<file path="src/rtl/cpu_ctrl.sv">
// Controller FSM and instruction register for the register-file/ALU datapath.
// Outputs are Moore: they depend only on the current state and the held instruction.
//
// state       | meaning
// WAIT        | idle, w=1, IR loadable, s starts execution
// DECODE      | classify IR and route
// WRITE_IMM   | write sximm8 into Rn
// GET_A       | read Rn into A
// GET_B       | read Rm into B
// ALU         | compute into C, or update status for CMP
// WRITE_REG   | write C into Rd
module cpu_ctrl (
    input  logic        clk,
    input  logic        reset_n,
    input  logic        s,
    input  logic        load,
    input  logic [15:0] in,
    output logic        w,
    output logic [2:0]  readnum,
    output logic [2:0]  writenum,
    output logic [1:0]  vsel,
    output logic        loada,
    output logic        loadb,
    output logic        loadc,
    output logic        loads,
    output logic        write,
    output logic        asel,
    output logic        bsel,
    output logic [1:0]  shift,
    output logic [1:0]  ALUop,
    output logic [15:0] sximm8,
    output logic [15:0] sximm5
);

    typedef enum logic [2:0] {
        S_WAIT,
        S_DECODE,
        S_WRITE_IMM,
        S_GET_A,
        S_GET_B,
        S_ALU,
        S_WRITE_REG
    } state_t;

    state_t      state, state_nxt;
    logic [15:0] ir;

    logic [2:0] opcode;
    logic [1:0] op;
    logic [2:0] rn, rd, rm;
    logic       is_mov_imm, is_mov_reg, is_mvn, is_alu3, is_cmp;

    assign opcode = ir[15:13];
    assign op     = ir[12:11];
    assign rn     = ir[10:8];
    assign rd     = ir[7:5];
    assign rm     = ir[2:0];

    assign is_mov_imm = (opcode == 3'b110) && (op == 2'b10);
    assign is_mov_reg = (opcode == 3'b110) && (op == 2'b00);
    assign is_mvn     = (opcode == 3'b101) && (op == 2'b11);
    assign is_alu3    = (opcode == 3'b101) && (op != 2'b11);
    assign is_cmp     = (opcode == 3'b101) && (op == 2'b01);

    assign sximm8 = {{8{ir[7]}}, ir[7:0]};
    assign sximm5 = {{11{ir[4]}}, ir[4:0]};
    assign shift  = ir[4:3];
    assign bsel   = 1'b0;

    always_ff @(posedge clk or negedge reset_n) begin
        if (!reset_n) begin
            state <= S_WAIT;
            ir    <= 16'h0000;
        end else begin
            state <= state_nxt;
            if (load && (state == S_WAIT))
                ir <= in;
        end
    end

    always_comb begin
        state_nxt = state;
        w         = 1'b0;
        readnum   = 3'd0;
        writenum  = 3'd0;
        vsel      = 2'b00;
        loada     = 1'b0;
        loadb     = 1'b0;
        loadc     = 1'b0;
        loads     = 1'b0;
        write     = 1'b0;
        asel      = 1'b0;
        ALUop     = 2'b00;
        case (state)
            S_WAIT: begin
                w = 1'b1;
                if (s)
                    state_nxt = S_DECODE;
            end
            S_DECODE: begin
                if (is_mov_imm)
                    state_nxt = S_WRITE_IMM;
                else if (is_mov_reg || is_mvn)
                    state_nxt = S_GET_B;
                else if (is_alu3)
                    state_nxt = S_GET_A;
                else
                    state_nxt = S_WAIT;
            end
            S_WRITE_IMM: begin
                writenum  = rn;
                vsel      = 2'b10;
                write     = 1'b1;
                state_nxt = S_WAIT;
            end
            S_GET_A: begin
                readnum   = rn;
                loada     = 1'b1;
                state_nxt = S_GET_B;
            end
            S_GET_B: begin
                readnum   = rm;
                loadb     = 1'b1;
                state_nxt = S_ALU;
            end
            S_ALU: begin
                // MOV/MVN pass B through with A forced to zero
                if (is_mov_reg) begin
                    asel  = 1'b1;
                    ALUop = 2'b00;
                    loadc = 1'b1;
                end else if (is_mvn) begin
                    asel  = 1'b1;
                    ALUop = 2'b11;
                    loadc = 1'b1;
                end else if (is_cmp) begin
                    ALUop = 2'b01;
                    loads = 1'b1;
                end else begin
                    ALUop = op;
                    loadc = 1'b1;
                end
                state_nxt = is_cmp ? S_WAIT : S_WRITE_REG;
            end
            S_WRITE_REG: begin
                writenum  = rd;
                vsel      = 2'b00;
                write     = 1'b1;
                state_nxt = S_WAIT;
            end
            default: state_nxt = S_WAIT;
        endcase
    end

endmodule

</file>
<file path="config.mk">
export PLATFORM = sky130hd
export DESIGN_NAME = cpu_ctrl
export DESIGN_NICKNAME = d
export VERILOG_FILES = /design/src/rtl/cpu_ctrl.sv
export SDC_FILE = /design/constraint.sdc
export NUM_CORES = 1
export LEC_CHECK = 0
export ABC_AREA = 1
export BUFFER_PORTS_ARGS = -buffer_cell sky130_fd_sc_hd__buf_4
export CORE_MARGIN = 2
export CORE_UTILIZATION = 48
export DETAILED_ROUTE_END_ITERATION = 7
export PLACE_DENSITY = 0.85
export SETUP_SLACK_MARGIN = 0.4
export SKIP_LAST_GASP = 1
export SLEW_MARGIN = 10
export SYNTH_ARGS = -nofsm -noshare
export SYNTH_HDL_FRONTEND = slang
export SYNTH_SLANG_ARGS = --single-unit
</file>
<file path="constraint.sdc">
create_clock -name clk -period 1.68 [get_ports clk]
set_input_delay 0.252 -clock clk [delete_from_list [all_inputs] [get_ports clk]]
set_output_delay 0.252 -clock clk [all_outputs]
set_load 0.1 [all_outputs]
</file>
==> results by group, run 1 <==
Outcome
  – Run status: aborted with a tool error
  – Failing step: 5_1_grt
  – Stop err: [ERROR DPL-0033] detailed placement checks failed during check placement.

Timing
  – Worst Endpoint after GRT Repair: writenum[0]
  – WEP type: output port

Placed design
  – GPL Wtd Cong: just under 0.9
  – Dpl cells: 235
  – Post-DP HPWL: 2270 um
  – IO Port Bufs: 69

Clock network
  – Sink Count: 19
  – CTS root buf: clkbuf_4
  – CTS HTree Levels: 1
  – Clk buf depth: 2
  – CTS buffer count: 3

Die
  – Die H: 56.9 um
  – FP Rows: 19
  – # IOs: between 70 and 80
  – Die X: 56.9 um
  – Initial Util: 49.6%

Yosys
  – Synthesized area: 0.00134 mm^2
  – Simple-gate share of the synthesized area: 32.4%
  – Seq/Total Area, Yosys: a little over a third
  – Mux cell area share after synthesis: 0%
  – Mean post-synth cell area: 7.77 um^2
  – Syn. warnings: 0
  – Largest family of logic cells by synthesized area: simple AND/OR/NAND/NOR gates
  – Mapped Cells: 173
  – Synth Register Bits: 19
  – Compound-cell area share of the yosys netlist: 3.35%
  – Xor/xnor share of the synthesized area: 0%
  – Adder-Cell Fraction of Synth Area: 0%
  – Post-synthesis cell type count: 17

Global route
  – Initial antenna violation count: 0
  – Largest net degree at the start of global routing: 20
==> synthesized netlist by cell type, drive strengths merged <==
library cell | instances | area (um^2)
o21ai | 6 | 30.0
nand2 | 52 | 257
a21oi | 3 | 15.0
nand3 | 23 | 115
conb | 1 | 3.75
inv | 16 | 67.6
buf | 39 | 313
clkbuf | 1 | 3.75
nor2 | 13 | 63.8
dfrtp | 19 | 475
==> stage by stage <==
stage	TNS (ns)	instance area, um^2	hold WS, ns	setup slack (ns)
3_5_place_dp	0	1740	0.137	0.150
3_3_place_gp	0	1740	0.136	0.164
2_1_floorplan	-1.67	1490	-0.0436	-0.398
4_1_cts	-0.235	2490	0.175	-0.0479
==> cell families after synthesis <==
kind of cell	after synthesis
buffers and inverters	56
DFF	19
and+or+nand+nor	88
other	1
AOI/OAI and AO/OA	9
==> what timing repair did <==
item                       4_1_cts
hold buffers                     1
resized for setup              152
setup endpoints to repair       49
hold endpoints to repair        19
buffers inserted                15
gates cloned                     0
pin swaps                        6
==> run 2, diff against run 1 <==
--- a/config.mk
+++ b/config.mk
@@ -7,11 +7,10 @@
 export LEC_CHECK = 0
 export ABC_AREA = 1
 export BUFFER_PORTS_ARGS = -buffer_cell sky130_fd_sc_hd__buf_4
-export CORE_MARGIN = 2
-export CORE_UTILIZATION = 48
+export CORE_AREA = 2 2 63 65
 export DETAILED_ROUTE_END_ITERATION = 7
-export PLACE_DENSITY = 0.85
-export SETUP_SLACK_MARGIN = 0.4
+export DIE_AREA = 0 0 65 67
+export PLACE_DENSITY_LB_ADDON = 0.15
 export SKIP_LAST_GASP = 1
 export SLEW_MARGIN = 10
 export SYNTH_ARGS = -nofsm -noshare
==> run 2 against run 1 <==
Effect of this change:
- the flow now finishes without violations
- synthesized cell count did not move
- area after synthesis did not move
==> results by group, run 2 <==
Setup path
  – WS Path Type: register to output port
  – CP required: between 1 and 1.5 ns
  – Worst path arrival time: 1.42 ns
  – Endpoint type of the worst setup path: output port
  – Crit start category: register
  – CP Max Fanout: 4
  – Reg2Reg Setup Slack: between 0.3 and 0.4 ns

Timing
  – Tcrit/Tclk final: 99.8%
  – Fmax: 597 MHz
  – Final setup vio count: 0
  – Hold Vio Cnt, Final: 0
  – Minimum clock period: 1.68 ns
  – Clock Skew: a little under 0.0008 ns
  – Slew Limit Fails: 0
  – Unrepaired setup endpoints after global routing: yes

Yosys
  – Synthesized area: 0.00134 mm^2 (unchanged)
  – Seq/Total Area, Yosys: 35.4% (unchanged)
  – Mux cell area share after synthesis: 0% (unchanged)
  – Top cell type's share of synthesized area: 35.4% (unchanged)
  – Synth area leaders: dfrtp_1, buf_4, nand2_1
  – Number of flops mapped to enable cells by yosys: 0 (unchanged)
  – Count leader, synth: buf_4
  – Synth cell count leaders: buf_4, nand2_1, nand3_1
  – Mapped Cells: 173 (unchanged)
  – Compound-cell area share of the yosys netlist: 3.35% (unchanged)
  – Mean post-synth cell area: 7.77 um^2 (unchanged)
  – Synth Register Bits: 19 (unchanged)
  – Post-synthesis cell type count: 17 (unchanged)
  – Xor/xnor share of the synthesized area: 0% (unchanged)
  – Top FF cell, synth: dfrtp_1
  – Simple-gate share of the synthesized area: 32.4% (unchanged)
  – Post-synth ARST share: 100% (unchanged)
  – Syn. warnings: 0 (unchanged)
  – Adder-Cell Fraction of Synth Area: 0% (unchanged)
  – Largest family of logic cells by synthesized area: simple AND/OR/NAND/NOR gates
  – Cell taking the most area after synthesis: dfrtp_1

Clock network
  – TritonCTS clock tree: built
  – Clk pin slew, worst setup/hold paths: 0.07 ns
  – CTS HTree Levels: 1 (unchanged)
  – CTS root buf: clkbuf_8
  – CTS buffer count: 3 (unchanged)
  – Clk buf depth: 2 (unchanged)
  – Skew-Pair Late Insertion Delay: 0.25 ns
  – Sink Count: 19 (unchanged)

Cells and area
  – Non-Filler Instances: about 260
  – Fill count: 343
  – Commonest non-fill, non-tap cell in the layout: buf_4
  – Most frequent cells in the layout: buf_4, nand2_1, nand3_1
  – Largest regs: ir x16, state x3
  – Most flops, register: ir
  – Area Overhead vs Synth: 50.8%
  – N_diodes: 0
  – Number of flip-flops in the largest register: 16
  – Design area: roughly 0.002 mm^2
  – Fin nets: roughly 240
  – Share of post-route cells with drive strength above 1: 60.0%

Placed design
  – IO Port Bufs: 69 (unchanged)
  – Post-DP HPWL: 2300 um (+1.5%)
  – Dpl cell area: 0.00175 mm^2 (+0.50%)
  – Dpl cells: 253 (+7.7%)
  – GPL Wtd Cong: 0.720 (-18%)

Die
  – Die X: 65 um (+14%)
  – Die H: 67 um (+18%)
  – # IOs: 72 (unchanged)
  – Initial Util: 37.3% (-12 points)
  – FP Rows: 22 (+3)
  – DIE AREA: around 0.0044 mm^2
  – Core area: 0.00361 mm^2

Global route
  – GRT Resource Usage Total: between 10% and 20%
  – Vias in the first global route: 1085
  – Largest net degree at the start of global routing: 20
  – Initial antenna violation count: 0
  – Global-route wire length before repair: around 4900 um
  – Total gr overflow: 0

Routing
  – Drt wl/cell: ~11 um
  – Pre-antenna DRT Iters: 3
  – Via Count: between 1000 and 1500
  – Initial DRC count: 22
  – Detail Route Antenna Nets: 0
  – Via density: 4.44
  – Post-route DRC: 0
  – DRT Wirelength: 3010 um

Run
  – MaxCap Viol Count: 0

Hold path
  – Hold crit path type: input port to register

Outcome
  – Run status: finished clean
[run 2: cell counts after synthesis]
No cell type changed its count.
[run 2: final timing paths]
| check | startpoint | endpoint | depth (start not counted) |
|---|---|---|---|
| hold / removal | in[6] | ir[6]$_DFFE_PN0P_ | 3 |
| max in group asynchronous | reset_n | state[0]$_DFFE_PN0P_ | 2 |
| setup / recovery | state[1]$_DFFE_PN0P_ | asel | 6 |
| hold reg to reg | ir[8]$_DFFE_PN0P_ | ir[8]$_DFFE_PN0P_ | 2 |
| setup reg to reg | state[0]$_DFFE_PN0P_ | ir[14]$_DFFE_PN0P_ | 7 |
| min in group asynchronous | reset_n | ir[15]$_DFFE_PN0P_ | 2 |
[run 2: logic make-up after synthesis]
logic type             Yosys count
AOI/OAI and AO/OA                9
buffers and inverters           56
DFF                             19
other                            1
and+or+nand+nor                 88
[run 2: area by class of cell]
type | instances | area (um^2) | share of cell area, %
Multi-Input combinational cell | 99 | 634 | 31.3
Clock buffer | 3 | 41.3 | 2.04
Inverter | 16 | 82.6 | 4.07
Sequential cell | 19 | 479 | 23.6
Tap cell | 48 | 60.1 | 2.96
Clock inverter | 1 | 5.00 | 0.247
Timing Repair Buffer | 77 | 724 | 35.7
[run 2: through the flow]
stage / hold WS (ns) / setup TNS [ns] / utilization (%) / setup slack (ns)
final: 0.226 / 0 / 56.2 / 0.00394
after global routing: 0.235 / -0.246 / 56.2 / -0.0588
after CTS: 0.225 / -0.0278 / 53.6 / -0.0278
after detailed placement: 0.138 / 0 / 48.5 / 0.0209
after global placement: 0.136 / 0 / 48.5 / 0.0670
after floorplan: -0.0436 / -1.83 / - / -0.398
[run 2: layer usage]
| metal | vias up | global-route usage, % | wire length [um] |
|---|---|---|---|
| met1 | 529 | 16.8 | 1150 |
| met2 | 54 | 26.8 | 1580 |
| met4 | 0 | 7.98 | 62 |
| met3 | 5 | 2.36 | 204 |
| li1 | 581 | - | - |
| met5 | - | 0 | 0 |
[run 2: critical path: stages, from the launching register on]
cell     delay (ns)
dfrtp_2        0.44
inv_2          0.10
nand2_2        0.07
nor2_4         0.15
inv_4          0.08
a21oi_4        0.14
buf_12         0.19
[run 2: timing repair]
item                                    in CTS  in global routing
setup buffers                                3                  2
endpoints found under the hold margin       19                  0
endpoints found under the setup margin      15                 14
cloned                                       0                  0
resized for setup                           30                 21
pin swaps                                    1                  2
hold buffers                                 1                  0
Power of run 2 is not shown: default switching activity piles up to over one toggle a cycle in this logic, so the estimate is an artifact.
==> run 3, diff against run 2 <==
==> constraint.sdc (replaced) <==
create_clock -name clk -period 1.68 [get_ports clk]
set_input_delay 0.168 -clock clk [delete_from_list [all_inputs] [get_ports clk]]
set_output_delay 0.168 -clock clk [all_outputs]
set_load 0.1 [all_outputs]
==> run 3 against run 2 <==
Effect of this change:
- clock skew is 0.00064 ns higher
- critical path type unchanged
- cell area fell by 4.9%
- first-iteration DRC count grew 41%
- utilization decreased by 2.7 points
==> results by group, run 3 (synthesis results as in run 2) <==
Routing
  – Via Count: 1149 (-1.7%)
  – Via density: 4.44 (-0.19%)
  – Post-route DRC: 0 (unchanged)
  – DRT Wirelength: 2970 um (-1.2%)
  – Initial DRC count: 31 (+41%)
  – Pre-antenna DRT Iters: 4 (+1)
  – Detail Route Antenna Nets: 0 (unchanged)
  – Drt wl/cell: 11.5 um (+0.29%)

Timing
  – Final setup TNS: 0 ns (unchanged)
  – Fmax: 616 MHz (+3.3%)
  – Hold Vio Cnt, Final: 0 (unchanged)
  – Setup ws final: 0.0578 ns (+0.0539 ns)
  – Tcrit/Tclk final: 96.6% (-3.2 points)
  – Final setup vio count: 0 (unchanged)
  – Clock Skew: 0.00143 ns (+0.000640 ns)
  – Minimum clock period: 1.62 ns (-0.0539 ns)
  – Unrepaired setup endpoints after global routing: yes
  – Slew Limit Fails: 0 (unchanged)

Global route
  – Global-route wire length before repair: 4690 um (-4.4%)
  – Total gr overflow: 0 (unchanged)
  – Met3 GRT Util: 2.36% (unchanged)
  – Largest net degree at the start of global routing: 20 (unchanged)
  – Initial antenna violation count: 0 (unchanged)
  – Busiest grt layer: met2
  – Met2 Track Usage GR: 25.9% (-0.90 points)
  – Met1 Use GR: 15.7% (-1.1 points)
  – Vias in the first global route: 1087 (+0.18%)
  – GRT Resource Usage Total: 13.9% (-0.97 points)

Cells and area
  – Largest regs: ir x16, state x3
  – Commonest non-fill, non-tap cell in the layout: buf_4
  – Number of flip-flops in the largest register: 16 (unchanged)
  – Seq. cell area: 478 um^2 (-0.26%)
  – Share of post-route cells with drive strength above 1: 56.4% (-3.6 points)
  – Most frequent cells in the layout: buf_4, nand2_1, nand3_1
  – N_diodes: 0 (unchanged)
  – Area Overhead vs Synth: 43.5%
  – Multi-input gate area: 624 um^2 (-1.6%)
  – Fill count: 347 (+1.2%)
  – Fin nets: 232 (-1.7%)
  – Most flops, register: ir

Die
  – # IOs: 72 (unchanged)
  – Die X: 65 um (unchanged)
  – Die H: 67 um (unchanged)
  – FP Rows: 22 (unchanged)
  – Initial Util: 37.3% (unchanged)
  – DIE AREA: 0.00436 mm^2 (unchanged)
  – Core area: 0.00361 mm^2 (unchanged)

Placed design
  – Worst slack, placed: 0.0952 ns (+0.0743 ns)
  – GPL Wtd Cong: 0.810 (+12%)
  – IO Port Bufs: 69 (unchanged)
  – Post-DP HPWL: 2270 um (-1.6%)

Clock network
  – CTS buffer count: 3 (unchanged)
  – Clk pin slew, worst setup/hold paths: 0.07 ns (about the same)
  – Sink Count: 19 (unchanged)
  – CTS HTree Levels: 1 (unchanged)
  – Skew-Pair Late Insertion Delay: 0.25 ns (about the same)
  – TritonCTS clock tree: built
  – CTS root buf: clkbuf_8
  – Clk buf depth: 2 (unchanged)

Setup path
  – WS Path Type: register to output port
  – Critical path endpoint: asel
  – Reg2Reg Setup Slack: 0.35 ns (-0.04 ns)
  – Setup crit start: state[1]$_DFFE_PN0P_
  – CP Max Fanout: 4 (unchanged)
  – Worst path arrival time: 1.45 ns (+0.03 ns)
  – Crit start category: register
  – CP required: 1.51 ns (+0.08 ns)
  – FF-to-FF Start: state[2]$_DFFE_PN0P_
  – R2r worst-path depth: 7 (unchanged)
  – Endpoint type of the worst setup path: output port
  – Worst reg2reg path endpoint: ir[0]$_DFFE_PN0P_

Hold path
  – Hold crit path type: input port to register

Run
  – MaxCap Viol Count: 0 (unchanged)

Outcome
  – Run status: finished clean
[run 3: stage by stage]
step                hold slack, ns  instance area [um^2]  utilization [%]  instances
floorplan                   -0.128                  1470                -        174
CTS                          0.139                  1860             51.6        257
global route                 0.150                  1930             53.5        259
finish                       0.141                  1930             53.5        259
global placement            0.0561                  1740             48.3        252
detailed placement          0.0570                  1740             48.3        252
[run 3: cell type report]
cell class | instances | share of cell area (%)
Timing Repair Buffer | 73 | 33.4
Multi-Input combinational cell | 99 | 32.4
Sequential cell | 19 | 24.8
Inverter | 16 | 3.89
Tap cell | 48 | 3.11
Clock buffer | 3 | 2.14
Clock inverter | 1 | 0.260
[run 3: routing by layer]
metal / share of wire (%) / up-vias
met1: 41 / 523
met5: 0 / -
li1: - / 572
met3: 6.8 / 2
met2: 51 / 52
met4: 1.1 / 0
[run 3: worst max-delay path, cell delays in order (launching register included)]
cell     delay [ns]
dfrtp_2        0.46
inv_2          0.09
nand2_1        0.08
nor2_4         0.12
inv_2          0.10
a21oi_4        0.13
buf_8          0.21
[run 3: worst min path at each step]
stage          slack (ns)           endpoint  cells after the start     from
2_1_floorplan       -0.13  ir[0]$_DFFE_PN0P_                      0  reset_n
3_3_place_gp         0.06  ir[4]$_DFFE_PN0P_                      1  reset_n
3_5_place_dp         0.06  ir[4]$_DFFE_PN0P_                      1  reset_n
4_1_cts              0.14  ir[2]$_DFFE_PN0P_                      3    in[2]
5_1_grt              0.15  ir[1]$_DFFE_PN0P_                      3    in[1]
6_report             0.14  ir[2]$_DFFE_PN0P_                      3    in[2]
[run 3: repair_timing]
| item | 4_1_cts | 5_1_grt |
|---|---|---|
| hold buffers | 1 | 0 |
| endpoints found under the hold margin | 19 | 0 |
| pin swaps | 0 | 1 |
| gates resized for setup | 18 | 14 |
| buffers inserted | 0 | 2 |
| setup endpoints to repair | 11 | 14 |
Power of run 3 is left out for the same reason.
==> run 4, diff against run 3 <==
--- a/config.mk
+++ b/config.mk
@@ -5,7 +5,6 @@
 export SDC_FILE = /design/constraint.sdc
 export NUM_CORES = 1
 export LEC_CHECK = 0
-export ABC_AREA = 1
 export BUFFER_PORTS_ARGS = -buffer_cell sky130_fd_sc_hd__buf_4
 export CORE_AREA = 2 2 63 65
 export DETAILED_ROUTE_END_ITERATION = 7
==> run 4 against run 3 <==
Effect of this change:
- via count decreased by 14%
- fmax decreased by 0.55%
- first-iteration DRC count decreased by 52%
- global-route usage decreased by 0.65 points
- clock skew increased by 0.0012 ns
- worst hold slack improved by 0.0017 ns
- non-clock buffer count increased by 7
- count of clock-buffer cells in the layout increased by 1
- critical path type unchanged
- critical endpoint is now readnum[2]
==> results by group, run 4 <==
Yosys
  – Count leader, synth: buf_4
  – Post-synth ARST share: 100% (unchanged)
  – Seq/Total Area, Yosys: 36.4% (+1.0 points)
  – Top cell type's share of synthesized area: 36.4% (+1.0 points)
  – Largest family of logic cells by synthesized area: buffers and inverters
  – Compound-cell area share of the yosys netlist: 6.99% (+3.6 points)
  – Xor/xnor share of the synthesized area: 0% (unchanged)
  – Synth Register Bits: 19 (unchanged)
  – Mux cell area share after synthesis: 16.7% (+17 points)
  – Synthesized area: 0.00131 mm^2 (-2.8%)
  – Adder-Cell Fraction of Synth Area: 0% (unchanged)
  – Number of flops mapped to enable cells by yosys: 0 (unchanged)
  – Cell taking the most area after synthesis: dfrtp_1
  – Mean post-synth cell area: 10.4 um^2 (+33%)
  – Syn. warnings: 0 (unchanged)
  – Synth area leaders: dfrtp_1, buf_4, mux2_4
  – Synth cell count leaders: buf_4, dfrtp_1, nor2_1
  – Mapped Cells: 126 (-27%)
  – Post-synthesis cell type count: 31 (+14)
  – Top FF cell, synth: dfrtp_1
  – Simple-gate share of the synthesized area: 13.9% (-19 points)

Setup path
  – Worst path depth: 4 (-2)
  – Buffers & Inverters on Critical Path: 2 (-1)
  – R2r worst-path depth: 4 (-3)
  – Critical path endpoint: readnum[2]
  – WS Path Type: register to output port
  – Critical Path Max Stage Delay: 0.46 ns (about the same)
  – Crit start category: register
  – Reg2Reg Setup Slack: 0.12 ns (-0.23 ns)
  – CP delay by family, top: flip-flops
  – Setup crit start: state[0]$_DFFE_PN0P_
  – Endpoint type of the worst setup path: output port
  – FF-to-FF Start: state[1]$_DFFE_PN0P_
  – Worst reg2reg path endpoint: ir[0]$_DFFE_PN0P_
  – CP Max Fanout: 6 (+2)
  – CP required: 1.51 ns (about the same)
  – Critical-path cell list: inv_2 -> nor3b_4 -> a22o_4 -> buf_12
  – Slowest CP cell: dfrtp_2
  – Worst path arrival time: 1.46 ns (about the same)

Hold path
  – Hold crit path type: input port to register

Global route
  – Largest net degree at the start of global routing: 20 (unchanged)
  – Initial antenna violation count: 0 (unchanged)
  – GRT Resource Usage Total: 13.3% (-0.65 points)
  – Total gr overflow: 0 (unchanged)
  – Vias in the first global route: 913 (-16%)
  – Global-route wire length before repair: 4410 um (-5.9%)

Clock network
  – Sink Count: 19 (unchanged)
  – TritonCTS clock tree: built
  – Clk buf depth: 2 (unchanged)
  – CTS HTree Levels: 1 (unchanged)
  – CTS root buf: clkbuf_8
  – Clk pin slew, worst setup/hold paths: 0.07 ns (about the same)
  – CTS buffer count: 3 (unchanged)
  – Skew-Pair Late Insertion Delay: 0.25 ns (about the same)

Cells and area
  – Largest regs: ir x16, state x3
  – Number of flip-flops in the largest register: 16 (unchanged)
  – Fin nets: 192 (-17%)
  – Most frequent cells in the layout: buf_4, dfrtp_1, nor2_4, mux2_4, mux2_2
  – Area Overhead vs Synth: 47.2%
  – Share of post-route cells with drive strength above 1: 70.2% (+14 points)
  – Fill count: 333 (-4.0%)
  – Commonest non-fill, non-tap cell in the layout: buf_4
  – Most flops, register: ir
  – N_diodes: 0 (unchanged)
  – Final core area utilization: 53.3% (-0.14 points)

Outcome
  – Run status: finished clean

Run
  – MaxCap Viol Count: 0 (unchanged)

Routing
  – Via density: 4.52 (+1.9%)
  – Drt wl/cell: 12.8 um (+11%)
  – DRT Wirelength: 2800 um (-5.7%)
  – Via Count: 990 (-14%)
  – Initial DRC count: 15 (-52%)
  – Post-route DRC: 0 (unchanged)
  – Pre-antenna DRT Iters: 3 (-1)
  – Detail Route Antenna Nets: 0 (unchanged)

Die
  – FP Rows: 22 (unchanged)
  – Core area: 0.00361 mm^2 (unchanged)
  – Die H: 67 um (unchanged)
  – # IOs: 72 (unchanged)
  – Die X: 65 um (unchanged)
  – DIE AREA: 0.00436 mm^2 (unchanged)
  – Initial Util: 36.2% (-1.0 points)

Placed design
  – IO Port Bufs: 69 (unchanged)
  – GPL Wtd Cong: 0.724 (-11%)
  – Post-DP HPWL: 2190 um (-3.2%)

Timing
  – Unrepaired setup endpoints after global routing: yes
  – Final setup vio count: 0 (unchanged)
  – Minimum clock period: 1.63 ns (+0.00902 ns)
  – Slew Limit Fails: 0 (unchanged)
  – Clock Skew: 0.00262 ns (+0.00119 ns)
  – Tcrit/Tclk final: 97.1% (+0.54 points)
  – Fmax: 613 MHz (-0.55%)
  – Hold Vio Cnt, Final: 0 (unchanged)
run 4: through the flow:
stage	cell area, um^2	TNS [ns]	setup WS, ns	std cells	hold slack, ns
3_3_place_gp	1750	0	0.152	212	0.0603
5_1_grt	1920	-0.0994	-0.0231	219	0.130
3_5_place_dp	1750	0	0.143	212	0.0588
6_report	1920	0	0.0488	219	0.142
4_1_cts	1860	-0.0714	-0.0714	218	0.137
2_1_floorplan	1440	-9.96	-0.581	127	-0.128
run 4: worst reg2reg max path, delay by kind of cell, from the launching register on:
family / cells / cell delay (ns)
buf+inv: 1 / 0.15
flops: 1 / 0.40
mux: 1 / 0.37
simple gates: 2 / 0.51
run 4: routing by layer:
metal	global-route usage, %	wire length [um]	vias up
met5	0	0	-
met4	2.39	8	0
met3	4.05	195	2
met2	24.1	1450	37
met1	15.4	1150	470
li1	-	-	481
run 4: layout make-up:
type	count	area (um^2)	share of cell area (%)
timing repair buffer	80	687	35.7
multi-input combinational	64	638	33.2
sequential	19	478	24.9
tap	48	60.1	3.12
clock buffer	4	45.0	2.34
inverter	4	15.0	0.781
run 4: how the worst min path moves through the flow:
stage                     startpoint                end  slack (ns)  cells past startpoint
final                          in[4]  ir[4]$_DFFE_PN0P_        0.14                      2
after global placement       reset_n  ir[4]$_DFFE_PN0P_        0.06                      1
after global routing           in[4]  ir[4]$_DFFE_PN0P_        0.13                      2
after CTS                      in[4]  ir[4]$_DFFE_PN0P_        0.14                      2
after floorplan              reset_n  ir[0]$_DFFE_PN0P_       -0.13                      0
after detailed placement     reset_n  ir[4]$_DFFE_PN0P_        0.06                      1
run 4: kinds of logic after synthesis:
kind of cell,after synthesis
other,1
and+or+nand+nor,31
DFF,19
buffers and inverters,44
muxes,17
AOI/OAI and AO/OA,14
run 4: timing repair:
action	in CTS	in global routing
buffers inserted	1	1
endpoints found under the setup margin	13	13
resized for setup	12	15
hold endpoints to repair	19	0
hold buffers	1	0
pin swaps	1	4
Power of run 4 is left out for the same reason.
